<file path="src/rtl/spectrum_pkg.sv">
// Shared widths and FSM encoding for the spectrum peak search block.
//   MAG_W  : bin magnitude width
//   ADDR_W : bin address width (frame of up to 1024 bins)
//   SUM_W  : frame energy accumulator width, wide enough for 1024 x 65535
package spectrum_pkg;

  localparam int MAG_W  = 16;
  localparam int ADDR_W = 10;
  localparam int SUM_W  = 26;

  // ST_HOLD: idle with a published result still waiting for the consumer.
  typedef enum logic [1:0] {
    ST_IDLE = 2'd0,
    ST_SCAN = 2'd1,
    ST_HOLD = 2'd2
  } state_t;

endpackage

</file>
<file path="src/rtl/spectrum_peak_search.sv">
// spectrum_peak_search: per-frame peak and energy search over a stream of
// bin magnitudes. A frame starts at addr 0 and ends at addr BIN_MAX; the
// largest magnitude at addr >= DC_SKIP (lowest bin on ties) and the sum of
// every magnitude in the frame are published with a valid/ready handshake.
//
// Ports
//   clk, rst                 clock, synchronous active-high reset
//   magnitude/_addr/_valid   input sample stream, no backpressure
//   peak_mag, peak_bin       frame peak
//   energy_sum               sum of all frame magnitudes
//   result_valid/ready       result handshake, result held until accepted
//   frame_err                sticky: frame aborted on address discontinuity
//   overrun                  sticky: finished frame dropped, result pending
//   err_clr                  pulse clearing both sticky flags (set wins)
//   peak_left, peak_right    (SPECTRUM_PEAK_INTERP_EN only) magnitudes of
//                            the bins either side of the peak, 0 off-frame
//
// Build option: define SPECTRUM_PEAK_INTERP_EN to add the neighbour outputs.
module spectrum_peak_search
  import spectrum_pkg::*;
#(
  parameter int DC_SKIP = 2,
  parameter int BIN_MAX = 1023
) (
  input  logic              clk,
  input  logic              rst,
  input  logic [MAG_W-1:0]  magnitude,
  input  logic [ADDR_W-1:0] magnitude_addr,
  input  logic              magnitude_valid,
  output logic [MAG_W-1:0]  peak_mag,
  output logic [ADDR_W-1:0] peak_bin,
  output logic [SUM_W-1:0]  energy_sum,
  output logic              result_valid,
  input  logic              result_ready,
  output logic              frame_err,
  output logic              overrun,
  input  logic              err_clr
`ifdef SPECTRUM_PEAK_INTERP_EN
  ,
  output logic [MAG_W-1:0]  peak_left,
  output logic [MAG_W-1:0]  peak_right
`endif
);

  localparam logic [ADDR_W-1:0] SKIP_A = ADDR_W'(DC_SKIP);
  localparam logic [ADDR_W-1:0] LAST_A = ADDR_W'(BIN_MAX);

  state_t              state;
  logic [ADDR_W-1:0]   prev_addr;
  logic [MAG_W-1:0]    run_peak;
  logic [ADDR_W-1:0]   run_bin;
  logic [SUM_W-1:0]    run_sum;

  logic                contig, in_scan, step, disc, start, take, cand;
  logic                last, transfer, publish, drop;
  logic [MAG_W-1:0]    base_peak, nxt_peak;
  logic [ADDR_W-1:0]   base_bin, nxt_bin;
  logic [SUM_W-1:0]    base_sum, nxt_sum;

  always_comb begin
    contig   = (magnitude_addr == ADDR_W'(prev_addr + ADDR_W'(1)));
    in_scan  = (state == ST_SCAN);
    step     = magnitude_valid & in_scan & contig;
    disc     = magnitude_valid & in_scan & ~contig;
    // addr 0 opens a frame from idle, and also restarts one after a
    // discontinuity in the same cycle.
    start    = magnitude_valid & (magnitude_addr == '0) & ~step;
    take     = start | step;
    // A fresh frame computes against a cleared accumulator, so the
    // start sample flows through the same update path as the rest.
    base_peak = start ? '0     : run_peak;
    base_bin  = start ? SKIP_A : run_bin;
    base_sum  = start ? '0     : run_sum;
    cand      = take & (magnitude_addr >= SKIP_A) & (magnitude > base_peak);
    nxt_peak  = cand ? magnitude      : base_peak;
    nxt_bin   = cand ? magnitude_addr : base_bin;
    nxt_sum   = base_sum + SUM_W'(magnitude);
    last      = step & (magnitude_addr == LAST_A);
    transfer  = result_valid & result_ready;
    // A consumer accept in the same cycle frees the output slot.
    publish   = last & (~result_valid | result_ready);
    drop      = last & result_valid & ~result_ready;
  end

`ifdef SPECTRUM_PEAK_INTERP_EN
  logic [MAG_W-1:0] prev_mag, run_left, run_right;
  logic             right_pend;
  logic [MAG_W-1:0] nxt_left, nxt_right;

  // Frames are contiguous, so the previous sample is always bin-1; the
  // right neighbour is picked up from the sample after a new peak.
  always_comb begin
    nxt_left  = start ? '0 : run_left;
    nxt_right = start ? '0 : run_right;
    if (cand) begin
      nxt_left  = start ? '0 : prev_mag;
      nxt_right = '0;
    end else if (right_pend && !start) begin
      nxt_right = magnitude;
    end
  end

  always_ff @(posedge clk) begin
    if (rst) begin
      prev_mag   <= '0;
      run_left   <= '0;
      run_right  <= '0;
      right_pend <= 1'b0;
      peak_left  <= '0;
      peak_right <= '0;
    end else begin
      if (take) begin
        prev_mag   <= magnitude;
        run_left   <= nxt_left;
        run_right  <= nxt_right;
        right_pend <= cand;
      end
      if (publish) begin
        peak_left  <= nxt_left;
        peak_right <= nxt_right;
      end
    end
  end
`endif

  always_ff @(posedge clk) begin
    if (rst) begin
      state        <= ST_IDLE;
      prev_addr    <= '0;
      run_peak     <= '0;
      run_bin      <= '0;
      run_sum      <= '0;
      peak_mag     <= '0;
      peak_bin     <= '0;
      energy_sum   <= '0;
      result_valid <= 1'b0;
      frame_err    <= 1'b0;
      overrun      <= 1'b0;
    end else begin
      if (take) begin
        prev_addr <= magnitude_addr;
        run_peak  <= nxt_peak;
        run_bin   <= nxt_bin;
        run_sum   <= nxt_sum;
      end

      case (state)
        ST_SCAN: begin
          if (last)      state <= publish ? ST_HOLD : ST_IDLE;
          else if (disc) state <= start ? ST_SCAN : ST_IDLE;
        end
        default: begin
          // HOLD accepts a new frame exactly as IDLE does.
          if (start)                               state <= ST_SCAN;
          else if (state == ST_HOLD && transfer)   state <= ST_IDLE;
          else if (state != ST_HOLD)               state <= ST_IDLE;
        end
      endcase

      if (publish) begin
        result_valid <= 1'b1;
        peak_mag     <= nxt_peak;
        peak_bin     <= nxt_bin;
        energy_sum   <= nxt_sum;
      end else if (transfer) begin
        result_valid <= 1'b0;
      end

      frame_err <= disc | (frame_err & ~err_clr);
      overrun   <= drop | (overrun & ~err_clr);
    end
  end

endmodule

</file>
<file path="config.mk">
export PLATFORM = sky130hd
export DESIGN_NAME = spectrum_peak_search
export DESIGN_NICKNAME = d
export VERILOG_FILES = /design/src/rtl/spectrum_pkg.sv /design/src/rtl/spectrum_peak_search.sv
export SDC_FILE = /design/constraint.sdc
export NUM_CORES = 1
export LEC_CHECK = 0
export ABC_AREA = 1
export CAP_MARGIN = 15
export CELL_PAD_IN_SITES_DETAIL_PLACEMENT = 0
export CELL_PAD_IN_SITES_GLOBAL_PLACEMENT = 2
export CORE_AREA = 2 2 172 124
export DETAILED_ROUTE_END_ITERATION = 6
export DIE_AREA = 0 0 174 126
export HOLD_SLACK_MARGIN = 0.06
export PLACE_DENSITY = 0.81
export SKIP_CTS_REPAIR_TIMING = 1
export SLEW_MARGIN = 20
export SYNTH_ARGS = -nofsm -noshare
export SYNTH_HDL_FRONTEND = slang
export SYNTH_SLANG_ARGS = --single-unit
export TNS_END_PERCENT = 20
</file>
<file path="constraint.sdc">
create_clock -name clk -period 7 [get_ports clk]
set_input_delay 0.7 -clock clk [delete_from_list [all_inputs] [get_ports clk]]
set_output_delay 0.7 -clock clk [all_outputs]
set_load 0.02 [all_outputs]
</file>
==> results of run 1 <==
==> metrics by stage <==
step	instances	util	hold WS [ns]
after floorplan	919	-	0.429
after global placement	1244	0.377	0.441
after detailed placement	1244	0.377	0.441
after CTS	1276	0.406	0.452
after global routing	1276	0.406	0.465
final	1276	0.406	0.445
==> logic make-up after synthesis <==
| kind of cell | count (synthesis) | share of synthesized area |
|---|---|---|
| adder cells (fa/ha/maj) | 34 | 0.0657 |
| AND/OR/NAND/NOR | 360 | 0.253 |
| AO/OA/AOI/OAI | 208 | 0.181 |
| XOR/XNOR | 25 | 0.0332 |
| flip-flops | 119 | 0.361 |
| buffers and inverters | 173 | 0.106 |
==> registers in the layout (all words and copies together), names as in the netlist <==
| signal | flops |
|---|---|
| result_valid | 1 |
| peak_mag | 16 |
| energy_sum | 26 |
| overrun | 1 |
| run_peak | 16 |
| prev_addr | 10 |
| run_bin | 10 |
| peak_bin | 10 |
| run_sum | 26 |
| frame_err | 1 |
| state | 2 |
==> worst max-delay path: cells and delay by family <==
family                     cells  cell delay, ns
adders and majority gates      2            0.61
and+or+nand+nor               18            2.11
buffers and inverters          7            1.28
AOI/OAI and AO/OA              3            0.97
==> cell usage in the layout (no fill, tap or decap), drive strengths merged <==
cell type / instances
a211oi: 9
a21boi: 1
a21o: 2
a21oi: 85
a221oi: 2
a31oi: 1
buf: 8
bufinv: 2
clkbuf: 24
clkdlybuf4s50: 85
clkinv: 4
clkinvlp: 2
dfxtp: 119
fa: 1
ha: 33
inv: 129
nand2: 161
nand2b: 1
nand3: 110
nand3b: 1
nand4: 13
nor2: 65
nor3: 5
nor4: 2
nor4b: 1
o211ai: 2
o21a: 27
o21ai: 65
o21bai: 14
or2: 1
xnor2: 13
xor2: 12
==> layout make-up <==
cell class / count / area [µm²] / area share
multi-input cells: 627 / 3510 / 0.427
flip-flops and latches: 119 / 2380 / 0.290
repair buffers: 93 / 911 / 0.111
clock buffers: 24 / 492 / 0.0598
inverters: 129 / 484 / 0.0589
well taps: 276 / 345 / 0.0420
clock inverters: 8 / 95.1 / 0.0116
==> power by group through the flow <==
stage               logic, mW  registers (mW)  clock network, mW
floorplan              0.0496           0.692                  0
global placement       0.0952           0.692                  0
detailed placement     0.0938           0.692                  0
CTS                    0.0944           0.678              0.901
global route            0.105           0.677              0.935
finish                 0.0935           0.678              0.879
==> layer usage <==
layer	vias to the layer above	GRT usage	part of all wire
li1	3168	-	-
met1	2757	0.275	0.55
met2	137	0.250	0.40
met3	18	0.0377	0.045
met4	0	0.0489	0.013
met5	-	0	0
==> worst paths after layout <==
path,from,end,slack [ns],cells after the start
worst max-delay path,magnitude_addr[5],run_sum[24],1.65,30
worst min-delay path,energy_sum[5],energy_sum[5],0.44,2
worst max register to register,prev_addr[0],run_sum[24],1.86,28
worst min register to register,energy_sum[5],energy_sum[5],0.44,2
==> impl_metrics.yaml, run 1 <==
synthesis:
  ys_top_cells_by_area: "dfxtp_1 (36%), nand2_1 (8.7%), nand3_1 (8.2%)"
  ys_seq_elements: 119
  postSynthAreaPerCell_um2: 7.17
  yosysMostFrequentCell: "nand2_1"
  synth-seq-area-share: 0.361
  yosys.cell_types.count: 43
  synth_top_area_cell: "dfxtp_1"
  netlist_area_mm2: 0.00659
  synth_ff_type: "dfxtp_1"
  ys_warn_count: 0
  synthTopCellsByCount: "nand2_1 (153), inv_1 (120), dfxtp_1 (119)"
  synth_nets: 984
  netlist_instances: 919
  synth_edf_count: 0
  ys_async_sr_fraction: 0
  netlist.area_leader.share: 0.361
drt:
  antenna_left: 0
  detail_route.vias_per_cell: 4.76
  drc: 0
  vias: 6080
  drt_iter0_markers: 440
  routed_wl_mm: 18.9
  wl_per_cell_um: 14.8
  drt_pass1_iterations: 4
worst_setup_path:
  critPathKind: "in -> reg"
  start_kind: "primary input"
  path_common_cell: "nand2_1"
  required_ns: 7.32
  cp.arrival_ns: 5.67
  worstPathMaxFanout: 40
  critPathSlowestCell: "clkdlybuf4s50_1"
  cp-end-kind: "flop"
  critPathMaxStageDelay_ns: 0.66
placed_design:
  post-place-ws_ns: 1.23
  dpl_cell_area_mm2: 0.00763
  gp_congestion: 0.818
  io_buffers: 85
  dp.final_hpwl_mm: 13.5
finish:
  n_antenna_cell: 0
  syn_to_final_growth_pct: 24.7
  design_area_mm2: 0.00822
  nFillCells: 2180
  drive_gt1_frac: 0.0710
  nets: 1052
sta:
  fmax_mhz: 187
  setup_viol: 0
  fin_setup_tns_ns: 0
  tightest_slew_ns: 0.849
  fin_skew_ns: 0.0104
  rsz0062_at_grt: "no"
  finalHoldViolations: 0
  drv_slew: 0
  min_period_ns: 5.35
  worst_slack_ns: 1.65
  fin_crit_sh: 0.765
  slew-limit-headroom: 0.434
global_routing:
  overflow: 0
  grt_max_degree: 83
  grt_usage: 0.179
  grt_antenna_before_repair: 0
  grt_pass1_vias: 5787
  grt_pass1_wl_mm: 31.1
power:
  powerDensity_mw_per_mm2: 201
  finalPower_mw: 1.65
  switching_share: 0.229
  leakage_nw: 3.51
  switchingPower_mw: 0.378
  seq_power_share: 0.411
  clkPwrFrac: 0.533
  intPower_mw: 1.27
  pwr-share-comb: 0.057
  ir_worst_vdd_mv: 0.118
cts:
  cts_tree: "built"
  cts.path.max_buffers: 2
  cts_inserted_buffers: 17
  ctsHtreeMaxLevel: 4
  cts.clk_slew.worst_paths_ns: 0.06
  worstSkewPairLatency_ns: 0.42
  ctsRootBufferMaster: "clkbuf_16"
  cts_sinks: 119
run:
  drv_cap: 0
floorplan:
  pin_count: 86
  start_util: 0.325
  die_h_um: 126
  die-area_mm2: 0.0219
  rows: 44
  coreArea_mm2: 0.0203
  die_w_um: 174
worst_hold_path:
  hold_path_class: "reg -> reg"
status:
  status: "completed"
Power figures use the tool's default switching activity.
==> inputs of run 2 (changes only) <==
--- a/config.mk
+++ b/config.mk
@@ -9,11 +9,11 @@
 export CAP_MARGIN = 15
 export CELL_PAD_IN_SITES_DETAIL_PLACEMENT = 0
 export CELL_PAD_IN_SITES_GLOBAL_PLACEMENT = 2
-export CORE_AREA = 2 2 172 124
+export CORE_AREA = 2 2 178 127
 export DETAILED_ROUTE_END_ITERATION = 6
-export DIE_AREA = 0 0 174 126
+export DIE_AREA = 0 0 180 129
 export HOLD_SLACK_MARGIN = 0.06
-export PLACE_DENSITY = 0.81
+export PLACE_DENSITY = 0.76
 export SKIP_CTS_REPAIR_TIMING = 1
 export SLEW_MARGIN = 20
 export SYNTH_ARGS = -nofsm -noshare
==> constraint.sdc (replaced) <==
create_clock -name clk -period 5.5 [get_ports clk]
set_input_delay 0.55 -clock clk [delete_from_list [all_inputs] [get_ports clk]]
set_output_delay 0.55 -clock clk [all_outputs]
set_load 0.02 [all_outputs]
==> impl_metrics.yaml, run 2 (synthesis results as in run 1) <==
sta:
  slew-limit-headroom: 0.406
  setup_viol: 0
  rsz0062_at_grt: "no"
  fin_crit_sh: 0.831
  min_period_ns: 4.57
  fmax_mhz: 219
  drv_slew: 0
  finalHoldViolations: 0
  tightest_slew_ns: 0.891
  worst_slack_ns: 0.930
  fin_setup_tns_ns: 0
  fin_skew_ns: 0.0102
power:
  leakage_nw: 3.54
  powerDensity_mw_per_mm2: 262
  finalPower_mw: 2.17
  ir_worst_vdd_mv: 0.207
finish:
  n_antenna_cell: 0
  layout_commonest_cell: "nand2_1"
  drive_gt1_frac: 0.0768
  utilization: 0.386
  nets: 1055
  nFillCells: 2262
  stdcell_count: 1285
  syn_to_final_growth_pct: 25.7
  final_cell_mix: "nand2_1 (153), inv_1 (119), dfxtp_1 (119)"
  reg_top3: "energy_sum (26), run_sum (26)"
worst_setup_path:
  cp.arrival_ns: 4.89
  ff2ff_setup_slack_ns: 0.93
  rr_endpoint: "run_sum[22]"
  r2r_cells: 28
  cp_num_buf_inv: 4
  critPathSlowestCell: "o21ai_0"
  critPathMaxStageDelay_ns: 0.53
  required_ns: 5.82
  cp-end-kind: "flop"
  r2r-start: "prev_addr[0]"
  critPathKind: "reg -> reg"
  cp_top_family: "simple AND/OR/NAND/NOR gates"
  start_kind: "flop"
  path_common_cell: "nand2_1"
  worstPathMaxFanout: 19
placed_design:
  dp_cells: 1253
  io_buffers: 85
  gp_congestion: 0.806
  dp.final_hpwl_mm: 13.6
  post-place-ws_ns: 0.459
run:
  drv_cap: 0
drt:
  drt_pass1_iterations: 6
  wl_per_cell_um: 15.1
  detail_route.vias_per_cell: 4.71
  drt_iter0_markers: 339
  routed_wl_mm: 19.3
  drc: 0
  antenna_left: 0
  vias: 6052
worst_hold_path:
  hp-start: "energy_sum[4]"
  hold_path_depth: 2
  hold_end: "energy_sum[4]"
  hold_path_class: "reg -> reg"
cts:
  cts_inserted_buffers: 17
  ctsRootBufferMaster: "clkbuf_16"
  cts.clk_slew.worst_paths_ns: 0.06
  cts_sinks: 119
  cts_tree: "built"
  ctsHtreeMaxLevel: 4
  cts.path.max_buffers: 2
  worstSkewPairLatency_ns: 0.43
floorplan:
  rows: 45
  coreArea_mm2: 0.0215
  pin_count: 86
  die_w_um: 180
  die_h_um: 129
  start_util: 0.307
  die-area_mm2: 0.0232
global_routing:
  grt_antenna_before_repair: 0
  overflow: 0
  grt_pass1_vias: 5713
  grt_usage: 0.173
  grt_max_degree: 86
  grt_pass1_wl_mm: 31.5
status:
  status: "completed"
## run 2: per-stage QoR
stage | area (µm²) | hold slack (ns)
2_1_floorplan | 6590 | 0.429
3_3_place_gp | 7660 | 0.440
3_5_place_dp | 7660 | 0.440
4_1_cts | 8290 | 0.453
5_1_grt | 8290 | 0.465
6_report | 8290 | 0.445
## run 2: how the worst max path moves through the flow
stage	slack (ns)	startpoint	cells past startpoint	endpoint
2_1_floorplan	1.66	prev_addr[0]	27	energy_sum[24]
3_3_place_gp	0.58	magnitude_addr[7]	28	run_sum[22]
3_5_place_dp	0.46	magnitude_addr[7]	28	run_sum[22]
4_1_cts	0.89	prev_addr[0]	28	run_sum[22]
5_1_grt	0.34	prev_addr[0]	28	run_sum[24]
6_report	0.93	prev_addr[0]	28	run_sum[22]
## run 2: cell type report
class / instances / area (µm²) / area share
clock inverters: 13 / 170 / 0.0205
flip-flops and latches: 119 / 2380 / 0.288
repair buffers: 96 / 933 / 0.113
inverters: 129 / 484 / 0.0584
clock buffers: 19 / 453 / 0.0547
multi-input cells: 627 / 3510 / 0.424
well taps: 282 / 353 / 0.0426
## run 2: where the power goes
group,internal [mW],switching (mW),leakage [nW]
sequential,0.862,0.000142,0.958
combinational,0.0446,0.0737,2.28
clock,0.742,0.451,0.297
## run 2: routing by layer
layer	routed length, µm	GRT usage
met5	0	0
met4	188	0.0483
met3	752	0.0337
met2	7730	0.246
met1	10700	0.263
## run 2: worst min-delay path, stage by stage (launching register included)
cell     delay [ns]
dfxtp_1        0.31
inv_1          0.04
a21oi_1        0.05
==> inputs of run 3 (changes only) <==
==> constraint.sdc (replaced) <==
create_clock -name clk -period 4.76 [get_ports clk]
set_input_delay 0.476 -clock clk [delete_from_list [all_inputs] [get_ports clk]]
set_output_delay 0.476 -clock clk [all_outputs]
set_load 0.02 [all_outputs]
==> impl_metrics.yaml, run 3 (synthesis results as in run 1) <==
sta:
  rsz0062_at_grt: "no"
  tightest_slew_ns: 0.724
  slew-limit-headroom: 0.517
  fin_setup_tns_ns: 0
  min_period_ns: 4.20
  fin_skew_ns: 0.00922
  fin_crit_sh: 0.883
  drv_slew: 0
  finalHoldViolations: 0
  setup_viol: 0
  fmax_mhz: 238
cts:
  cts.clk_slew.worst_paths_ns: 0.06
  ctsRootBufferMaster: "clkbuf_16"
  cts.path.max_buffers: 2
  ctsHtreeMaxLevel: 4
  worstSkewPairLatency_ns: 0.43
  cts_sinks: 119
  cts_tree: "built"
  cts_inserted_buffers: 17
drt:
  antenna_left: 0
  routed_wl_mm: 19.5
  drt_pass1_iterations: 5
  drc: 0
  wl_per_cell_um: 15.1
  detail_route.vias_per_cell: 4.68
  vias: 6051
  drt_iter0_markers: 449
finish:
  utilization: 0.388
  syn_to_final_growth_pct: 26.3
  multiInputGateArea_mm2: 0.00351
  regArea_mm2: 0.00238
  layout_commonest_cell: "nand2_1"
  final_cell_mix: "nand2_1 (153), inv_1 (119), dfxtp_1 (119)"
  reg_top3: "energy_sum (26), run_sum (26)"
  stdcell_count: 1292
  design_area_mm2: 0.00832
  drive_gt1_frac: 0.0832
  n_antenna_cell: 0
  nets: 1062
  nFillCells: 2238
global_routing:
  grt_max_degree: 86
  overflow: 0
  grt_usage: 0.177
  grt_pass1_wl_mm: 32.0
  grt_antenna_before_repair: 0
  grt_pass1_vias: 5781
floorplan:
  die_w_um: 180
  start_util: 0.307
  die-area_mm2: 0.0232
  die_h_um: 129
  coreArea_mm2: 0.0215
  pin_count: 86
  rows: 45
placed_design:
  dpl_cell_area_mm2: 0.00773
  dp.final_hpwl_mm: 14.0
  io_buffers: 85
  dp_cells: 1260
  gp_congestion: 0.834
worst_hold_path:
  hold_path_class: "reg -> reg"
worst_setup_path:
  start_kind: "flop"
  cp.arrival_ns: 4.58
  worstPathMaxFanout: 18
  required_ns: 5.13
  cp-end-kind: "flop"
  critPathKind: "reg -> reg"
power:
  ir_worst_vdd_mv: 0.214
  finalPower_mw: 2.45
  leakage_nw: 3.55
  powerDensity_mw_per_mm2: 295
status:
  status: "completed"
run:
  drv_cap: 0
[run 3: cell count changes in the layout (fill, tap and decap cells not counted)]
cell and delta:
buf_12 +1, buf_4 +6, bufinv_16 -1, clkbuf_8 -2, clkinv_2 -1, clkinv_4 +1, clkinvlp_4 +1, inv_6 +2
[run 3: power by group]
group,switching (mW),total (mW),internal [mW]
clock network,0.537,1.32,0.781
logic,0.0863,0.139,0.0530
registers,0.000158,0.996,0.996
total,0.623,2.45,1.83
[run 3: layer usage]
metal,vias up,GRT usage,wire [µm]
met1,2738,0.272,10900
met2,95,0.244,7700
met5,-,0,0
met4,0,0.0593,237
met3,16,0.0345,641
li1,3202,-,-
[run 3: worst paths after layout]
kind                        end  depth (start not counted)  slack (ns)          start
setup / recovery    run_sum[23]                         27        0.56   prev_addr[0]
hold reg to reg   energy_sum[4]                          2        0.45  energy_sum[4]
setup reg to reg    run_sum[23]                         27        0.56   prev_addr[0]
hold / removal    energy_sum[4]                          2        0.45  energy_sum[4]
[run 3: area by class of cell]
class                           instances  area share
Tap cell                              282      0.0424
Sequential cell                       119       0.286
Clock inverter                         15      0.0203
Inverter                              129      0.0582
Timing Repair Buffer                  103       0.120
Clock buffer                           17      0.0511
Multi-Input combinational cell        627       0.422
[run 3: worst max-delay path, cell delays in order, from the launching register on]
cell	delay, ns
dfxtp_1	0.46
ha_1	0.26
nand2_2	0.10
inv_1	0.10
nand3_1	0.07
nand2_1	0.08
nand2_1	0.09
nand2_1	0.07
nand2_1	0.12
nand4_4	0.15
nand2_4	0.12
inv_2	0.08
buf_4	0.24
nor2_1	0.07
ha_1	0.34
nand3_1	0.09
nand2_1	0.12
a21oi_1	0.11
o21ai_0	0.34
nand3_1	0.12
nand2_1	0.14
nand4_1	0.12
nand2_1	0.21
nand3_1	0.12
or2_1	0.24
nand3_1	0.07
nand2_1	0.06
inv_1	0.04
[run 3: metrics by stage]
stage	worst slack (ns)	hold slack (ns)
2_1_floorplan	0.924	0.429
3_3_place_gp	0.214	0.438
3_5_place_dp	0.213	0.441
4_1_cts	0.581	0.451
5_1_grt	0.0742	0.468
6_report	0.557	0.446
